[config.mk]
export PLATFORM = sky130hd
export DESIGN_NAME = btb_update_ctrl
export DESIGN_NICKNAME = d
export VERILOG_FILES = /design/src/rtl/btb_update_ctrl.sv
export SDC_FILE = /design/constraint.sdc
export NUM_CORES = 1
export LEC_CHECK = 0
export CAP_MARGIN = 10
export CORE_MARGIN = 2
export CORE_UTILIZATION = 40
export DETAILED_ROUTE_END_ITERATION = 7
export GPL_ROUTABILITY_DRIVEN = 0
export PLACE_DENSITY = 0.65
export SLEW_MARGIN = 5
export SYNTH_ARGS = -nofsm -noshare
export SYNTH_HDL_FRONTEND = slang
export SYNTH_SLANG_ARGS = --single-unit
export TNS_END_PERCENT = 100
[constraint.sdc]
create_clock -name clk -period 4.4 [get_ports clk]
set_clock_uncertainty 0.15 [all_clocks]
set_input_delay 1.32 -clock clk [delete_from_list [all_inputs] [get_ports clk]]
set_output_delay 1.32 -clock clk [all_outputs]
set_load 0.005 [all_outputs]
[src/rtl/btb_update_ctrl.sv]
// BTB write sequencer: power-up clearing sweep, queued branch-resolution updates
// (read-modify-write on the shared read port) and LRU way replacement.
// Optional update statistics counters are built when BTB_STATS_EN is defined.
module btb_update_ctrl #(
  parameter int FIFO_DEPTH = 4,
  parameter int SETS       = 128
) (
  input  logic        clk,
  input  logic        reset,
  input  logic        upd_valid,
  output logic        upd_ready,
  input  logic [31:0] upd_pc,
  input  logic [31:0] upd_target,
  input  logic        upd_taken,
  input  logic        flush,
  input  logic        fetch_rd_req,
  input  logic [6:0]  fetch_index,
  output logic [6:0]  btb_rd_index,
  input  logic [44:0] btb_rd_data1,
  input  logic [44:0] btb_rd_data2,
  output logic        btb_wr_en,
  output logic        btb_wr_way,
  output logic [6:0]  btb_wr_index,
  output logic [44:0] btb_wr_data,
  output logic        init_busy,
  output logic [31:0] stat_hit_cnt,
  output logic [31:0] stat_alloc_cnt
);

  localparam int AW = $clog2(FIFO_DEPTH);

  typedef enum logic [2:0] {S_INIT, S_IDLE, S_RD, S_CMP, S_WR} state_t;

  function automatic logic [9:0] tag_of(input logic [31:0] pc);
    return {pc[25:21] ^ pc[20:16], pc[15:11] ^ pc[10:6]};
  endfunction

  function automatic logic [1:0] sat_inc(input logic [1:0] c);
    return (c == 2'b11) ? 2'b11 : c + 2'b01;
  endfunction

  function automatic logic [1:0] sat_dec(input logic [1:0] c);
    return (c == 2'b00) ? 2'b00 : c - 2'b01;
  endfunction

  state_t       state;
  logic [7:0]   init_cnt;
  logic [SETS-1:0] lru;

  logic [6:0]   q_index  [FIFO_DEPTH];
  logic [9:0]   q_tag    [FIFO_DEPTH];
  logic [31:0]  q_target [FIFO_DEPTH];
  logic         q_taken  [FIFO_DEPTH];
  logic [AW:0]  wptr, rptr;
  logic         fifo_empty, fifo_full, push, pop;

  logic [6:0]   wk_index;
  logic [9:0]   wk_tag;
  logic [31:0]  wk_target;
  logic         wk_taken;

  logic         hit1, hit2, cmp_hit, cmp_way;
  logic [44:0]  old_entry, cmp_data;

  logic unused_pc_bits;
  assign unused_pc_bits = ^{upd_pc[31:26], upd_pc[1:0]};

  assign fifo_empty = (wptr == rptr);
  assign fifo_full  = (wptr[AW] != rptr[AW]) && (wptr[AW-1:0] == rptr[AW-1:0]);
  assign upd_ready  = ~init_busy & ~fifo_full;
  assign push       = upd_valid & upd_ready & ~flush;
  assign pop        = (state == S_IDLE) & ~fifo_empty & ~flush;

  // Fetch always wins the read port; the controller only drives it while in RD.
  assign btb_rd_index = (!fetch_rd_req && state == S_RD) ? wk_index : fetch_index;

  // Hit/victim selection and the new entry for the CMP cycle.
  always_comb begin
    hit1      = btb_rd_data1[44] && (btb_rd_data1[43:34] == wk_tag);
    hit2      = btb_rd_data2[44] && (btb_rd_data2[43:34] == wk_tag);
    cmp_hit   = hit1 | hit2;
    old_entry = hit1 ? btb_rd_data1 : btb_rd_data2;
    cmp_way   = 1'b0;
    cmp_data  = 45'd0;
    if (cmp_hit) begin
      cmp_way  = ~hit1;
      cmp_data = {1'b1, wk_tag,
                  wk_taken ? wk_target : old_entry[33:2],
                  wk_taken ? sat_inc(old_entry[1:0]) : sat_dec(old_entry[1:0])};
    end else begin
      if (!btb_rd_data1[44]) begin
        cmp_way = 1'b0;
      end else if (!btb_rd_data2[44]) begin
        cmp_way = 1'b1;
      end else begin
        cmp_way = lru[wk_index];
      end
      cmp_data = {1'b1, wk_tag, wk_target, 2'b10};
    end
  end

  // Update request FIFO storage.
  always_ff @(posedge clk) begin
    if (push) begin
      q_index[wptr[AW-1:0]]  <= upd_pc[8:2];
      q_tag[wptr[AW-1:0]]    <= tag_of(upd_pc);
      q_target[wptr[AW-1:0]] <= upd_target;
      q_taken[wptr[AW-1:0]]  <= upd_taken;
    end
  end

  // FIFO pointers; flush discards everything queued, including a same-cycle push.
  always_ff @(posedge clk) begin
    if (reset || flush) begin
      wptr <= '0;
      rptr <= '0;
    end else begin
      if (push) wptr <= wptr + {{AW{1'b0}}, 1'b1};
      if (pop)  rptr <= rptr + {{AW{1'b0}}, 1'b1};
    end
  end

  // Main sequencer with registered write-port outputs.
  always_ff @(posedge clk) begin
    if (reset) begin
      state        <= S_INIT;
      init_cnt     <= 8'd0;
      init_busy    <= 1'b1;
      lru          <= '0;
      btb_wr_en    <= 1'b0;
      btb_wr_way   <= 1'b0;
      btb_wr_index <= 7'd0;
      btb_wr_data  <= 45'd0;
      wk_index     <= 7'd0;
      wk_tag       <= 10'd0;
      wk_target    <= 32'd0;
      wk_taken     <= 1'b0;
    end else begin
      btb_wr_en <= 1'b0;
      case (state)
        S_INIT: begin
          btb_wr_en    <= 1'b1;
          btb_wr_way   <= init_cnt[0];
          btb_wr_index <= init_cnt[7:1];
          btb_wr_data  <= 45'd0;
          init_cnt     <= init_cnt + 8'd1;
          if (init_cnt == 8'(2 * SETS - 1)) begin
            init_busy <= 1'b0;
            state     <= S_IDLE;
          end
        end
        S_IDLE: begin
          if (pop) begin
            wk_index  <= q_index[rptr[AW-1:0]];
            wk_tag    <= q_tag[rptr[AW-1:0]];
            wk_target <= q_target[rptr[AW-1:0]];
            wk_taken  <= q_taken[rptr[AW-1:0]];
            state     <= S_RD;
          end
        end
        S_RD: begin
          if (!fetch_rd_req) state <= S_CMP;
        end
        S_CMP: begin
          if (cmp_hit || wk_taken) begin
            btb_wr_en    <= 1'b1;
            btb_wr_way   <= cmp_way;
            btb_wr_index <= wk_index;
            btb_wr_data  <= cmp_data;
            state        <= S_WR;
          end else begin
            state <= S_IDLE;
          end
        end
        S_WR: begin
          lru[wk_index] <= ~btb_wr_way;
          state         <= S_IDLE;
        end
        default: state <= S_INIT;
      endcase
    end
  end

`ifdef BTB_STATS_EN
  logic cmp_alloc;
  assign cmp_alloc = ~cmp_hit & wk_taken;

  // Hit and allocation counters, sampled in the compare cycle.
  always_ff @(posedge clk) begin
    if (reset) begin
      stat_hit_cnt   <= 32'd0;
      stat_alloc_cnt <= 32'd0;
    end else if (state == S_CMP) begin
      if (cmp_hit)   stat_hit_cnt   <= stat_hit_cnt + 32'd1;
      if (cmp_alloc) stat_alloc_cnt <= stat_alloc_cnt + 32'd1;
    end
  end
`else
  assign stat_hit_cnt   = 32'd0;
  assign stat_alloc_cnt = 32'd0;
`endif

endmodule

* Word level (Yosys, flattened, before mapping)
Memories as Yosys holds them, arrays and structs flattened. A register that Yosys moved wholly into a read port is not among the register bits.
Cells that the tools add are included.
Widths: inputs -> output; s select.
** Operators by class
- Add/subtract/negate cells :: 5
- $mul :: 0
- Div/mod/pow operators :: 0
- $lt $le $gt $ge :: 2
- Eq/ne operators :: 15
- Shifts and indexed selects :: 0
- Multiplexer cells :: 30
- Bitwise logic cells :: 14
- Reductions and logical operators :: 15
** Operators by type and width (number)
- $bwmux 128 :: 1
- $pmux 45 s2 :: 1
- $mux 34 :: 2
- $mux 45 :: 1
- $mux 32 :: 1
- $eq 10x10->1 :: 2
- $pmux 3 s5 :: 1
- $mux 7 :: 2
- $pmux 7 s2 :: 1
- $mux 3 :: 4
- $xor 5x5->5 :: 2
- $mux 1 :: 9
- $add 8x1->8 const B :: 1
- $eq 8x8->1 const B :: 1
- $lt 7x8->1 const B :: 1
- $ne 2x2->1 const B :: 4
- $bmux 1 s7 :: 1
- $demux 1 s7 :: 1
- $ge 7x1->1 const B :: 1
- $add 3x1->3 const B :: 2
- $eq 3x2->1 const B :: 2
- $mux 2 :: 3
- $not 1->1 :: 6
- $reduce_and 2->1 :: 3
- 18 further kinds :: 28
** Storage, ports and cells
- Register bits after elaboration :: 200
- Bits in latches :: 0
- RAM bits :: 200
- Bits in read-only memories :: 0
- Input port bits :: 167
- Output and inout bits :: 127
- Word-level logic and storage cells :: 95
- Memories :: 4
** Memories
- q_target :: words 4, bits a word 32, rd ports 1, clocked after memory_dff 1, wr ports 1, line 52 : logic [31:0] q_target [FIFO_DEPTH];
- q_tag :: words 4, bits a word 10, rd ports 1, clocked after memory_dff 1, wr ports 1, line 51 : logic [9:0] q_tag [FIFO_DEPTH];
- q_index :: words 4, bits a word 7, rd ports 1, clocked after memory_dff 1, wr ports 1, line 50 : logic [6:0] q_index [FIFO_DEPTH];
- q_taken :: words 4, bits a word 1, rd ports 1, clocked after memory_dff 1, wr ports 1, line 53 : logic q_taken [FIFO_DEPTH];

* Depth between registers and ports, before layout
- Depth in word-level cells :: 9
- Mapped depth :: 10
- Gate-level depth less buffers :: 7

* Least setup slack after synthesis
OpenSTA, ideal clock, no wires.
- Path type :: input to output
- From :: input port fetch_rd_req
- To :: output port btb_rd_index[0]
- Arrival :: 2.289 ns
- Data required time :: 2.930 ns
- Setup slack :: 0.641 ns
- Stages on the path :: 2
- Path buffers :: 0
- Path through :: nor3_1 > mux2_2
** Between the ends
- Longest elaborated chain between the ends :: 3
** Ends and longest elaborated chain
- start: declaration :: line 16 : input logic fetch_rd_req,
- $logic_not 1->1
- $logic_and 1x1->1 :: line 75 : assign btb_rd_index = (!fetch_rd_req && state == S_RD) ? wk_index : fetch_index;
- $mux 7 :: line 75
- end: declaration :: line 18 : output logic [6:0] btb_rd_index,
No other way between the ends.

* Final worst setup path
- From :: input port fetch_rd_req
- To :: output port btb_rd_index[5]
Same word-level chain as after synthesis.

==> results.cfg <==
[floorplanning]
coreArea_sq_mm = 0.0486
ios = 294
die_w_um = 225
fp.dieArea_sq_mm = 0.0507
die_h_um = 225
placementRows = 81
initial_core_util_pct = 40.2

[sta]
fin_crit_sh_pct = 99.7
tightest_slew_ns = 1.16
relSlewSlack_pct = 22.9
setup_violations = 0
min_period_ns = 4.39
whs_ns = 0.309
setup_tns_ns = 0
fmax_mhz = 228
slew_viol_final = 0
hold_viol_final = 0

[power]
ir_drop_mv = 0.337
p_total_uw = 8360
p_per_area_mw_per_mm2 = 355
p_leak_uw = 0.00745

[run_status]
status = finished, final reports clean

[logic_synthesis]
synth_cell_type_count = 61
seq_area_frac_synth_pct = 56.3
postSynthAreaPerCell_sq_um = 11.1
yosysWarningCount = 0
synth_seq_cells = 450
synth_edf_count = 200
synthArstFlopShare_pct = 0
synthCells = 1756
syn_area_sq_mm = 0.0196
yosys_most_used_dff = dfxtp_1

[finish]
drive_above_1_share_pct = 11.0
fillers = 4369
multi_input_area_sq_mm = 0.00770
instances_no_fill = 2573
fin_area_sq_mm = 0.0235
areaGrowthSynthToFinish_pct = 20.3
layout_commonest_cell = dfxtp_1
seq_area_sq_mm = 0.0110
most-common-layout-cells = dfxtp_1 (245), a21oi_1 (231), clkdlybuf4s50_1 (218)
final_nets = 2086

[route]
vias_per_cell = 5.60
dr.pass1.iters = 5
drt-total-wl_mm = 52.9
dr.first_iter.drc_count = 1481
ant_nets = 0
vias = 14400
wl_per_cell_um = 20.6
drc = 0

[setup_path]
crit_path_start_kind = primary input
required_ns = 2.93
reg2reg_from = wk_index[1]
worstPathMaxFanout = 7
startpoint = fetch_rd_req
crit_path_end_kind = output pin
crit_arrival_ns = 2.92
worstSetupPathType = primary input to output pin

[placed_design]
placed_area_sq_mm = 0.0221
dpl.cell_count = 2487
io_buffers = 221
dp_hpwl_mm = 35.1

[grt]
grt_pass1_vias = 13700
grt_pass1_wl_mm = 79.5
antenna_found_initial = 1
grt_max_degree = 130
gr-usage-all-layers_pct = 20.2
overflow = 0

[cts]
cts_max_level = 2
root_buffer = clkbuf_16
clock_sinks = 450
cts_setup_buffers = 0
clk_path_buf_depth = 3
clk_latency_ns = 0.56
cts_tree = done
hold_buffers = 0
cts_resized = 0
cts_inserted_buffers = 46
clk_pin_slew_worst_paths_ns = 0.06

[hold_path]
min_from = wk_target[5]
holdCritPathClass = flop to flop

[job]
max-cap-violations = 0
-- sequential cells by signal, summed over array words and instances, names as in the netlist --
| signal | cells |
|---|---|
| btb_wr_en | 1 |
| wk_taken | 1 |
| q_target | 128 |
| btb_wr_data | 45 |
| wk_target | 32 |
| wptr | 3 |
| lru | 128 |
| btb_wr_way | 1 |
| q_index | 28 |
| q_tag | 40 |
| init_cnt | 8 |
| wk_index | 7 |
| wk_tag | 10 |
| btb_wr_index | 7 |
| q_taken | 4 |
| init_busy | 1 |
| rptr | 3 |
| state | 3 |
-- path summary, 6_finish.rpt --
path,slack [ns],depth (start not counted),end
max,0.01,5,btb_rd_index[5]
min,0.31,2,wk_target[5]
max reg2reg,1.34,7,btb_wr_way
min reg2reg,0.31,2,wk_target[5]
-- layer usage --
metal | vias to the layer above | global-route usage (%) | part of all wire, %
met5 | - | 0 | 0
met2 | 539 | 31.9 | 47
met4 | 0 | 4.49 | 1.5
li1 | 6718 | - | -
met3 | 65 | 3.39 | 6.9
met1 | 7079 | 29.2 | 45
-- Yosys cell counts, drive strengths merged, types with 8 or more instances --
cell    count  area, sq um
o21ai     115          576
a311oi     43          377
clkbuf    119          447
xor2       17          149
dfxtp     250         5000
edfxtp    200         6010
mux4       70         1580
or3       113          707
nand2     189          709
mux2i      23          230
a21oi     232         1160
nor2       46          173
mux2       16          180
nor3       12         70.1
a221oi      8         70.1
xnor2      27          236
nand3      40          200
o221ai     19          166
nor2b      12         75.1
buf        97          652
nand4      14         87.6
inv         9         33.8
o211ai     18          135
-- cell type report --
class,count,share of cell area (%)
clock buffer,64,5.39
clock inverter,21,0.617
inverter,10,0.159
timing repair buffer,262,11.0
antenna,1,0.0106
tap,622,3.31
sequential,450,46.8
multi-input combinational,1143,32.7
-- logic make-up (layout without fill, tap and decap cells) --
| group | count (synthesis) | after routing | share of synthesized area, % |
|---|---|---|---|
| muxes | 109 | 109 | 10.2 |
| other | 1 | 65 | 0.0192 |
| adders and majority gates | 9 | 9 | 0.537 |
| AOI/OAI and AO/OA | 465 | 465 | 14.0 |
| and+or+nand+nor | 452 | 452 | 11.2 |
| xor gates and xnor gates | 44 | 44 | 1.97 |
| buffers and inverters | 226 | 357 | 5.80 |
| DFF | 450 | 450 | 56.3 |
-- critical path, cell delays in order --
cell	delay, ns
clkdlybuf4s50_1	0.45
nor3_2	0.18
buf_4	0.18
mux2_2	0.33
clkdlybuf4s50_1	0.45
-- per-stage QoR --
step | worst slack (ns) | util [%]
2_1_floorplan | 0.641 | -
3_3_place_gp | 0.0191 | 45.5
3_5_place_dp | 0.0152 | 45.5
4_1_cts | 0.00368 | 48.4
5_1_grt | -0.0607 | 48.4
6_report | 0.0128 | 48.4
-- power breakdown --
part | switching [uW] | total, uW | internal (uW)
clock | 1600 | 3680 | 2080
combinational | 148 | 310 | 162
sequential | 4.33 | 4370 | 4370
Power figures use the tool's default switching activity.
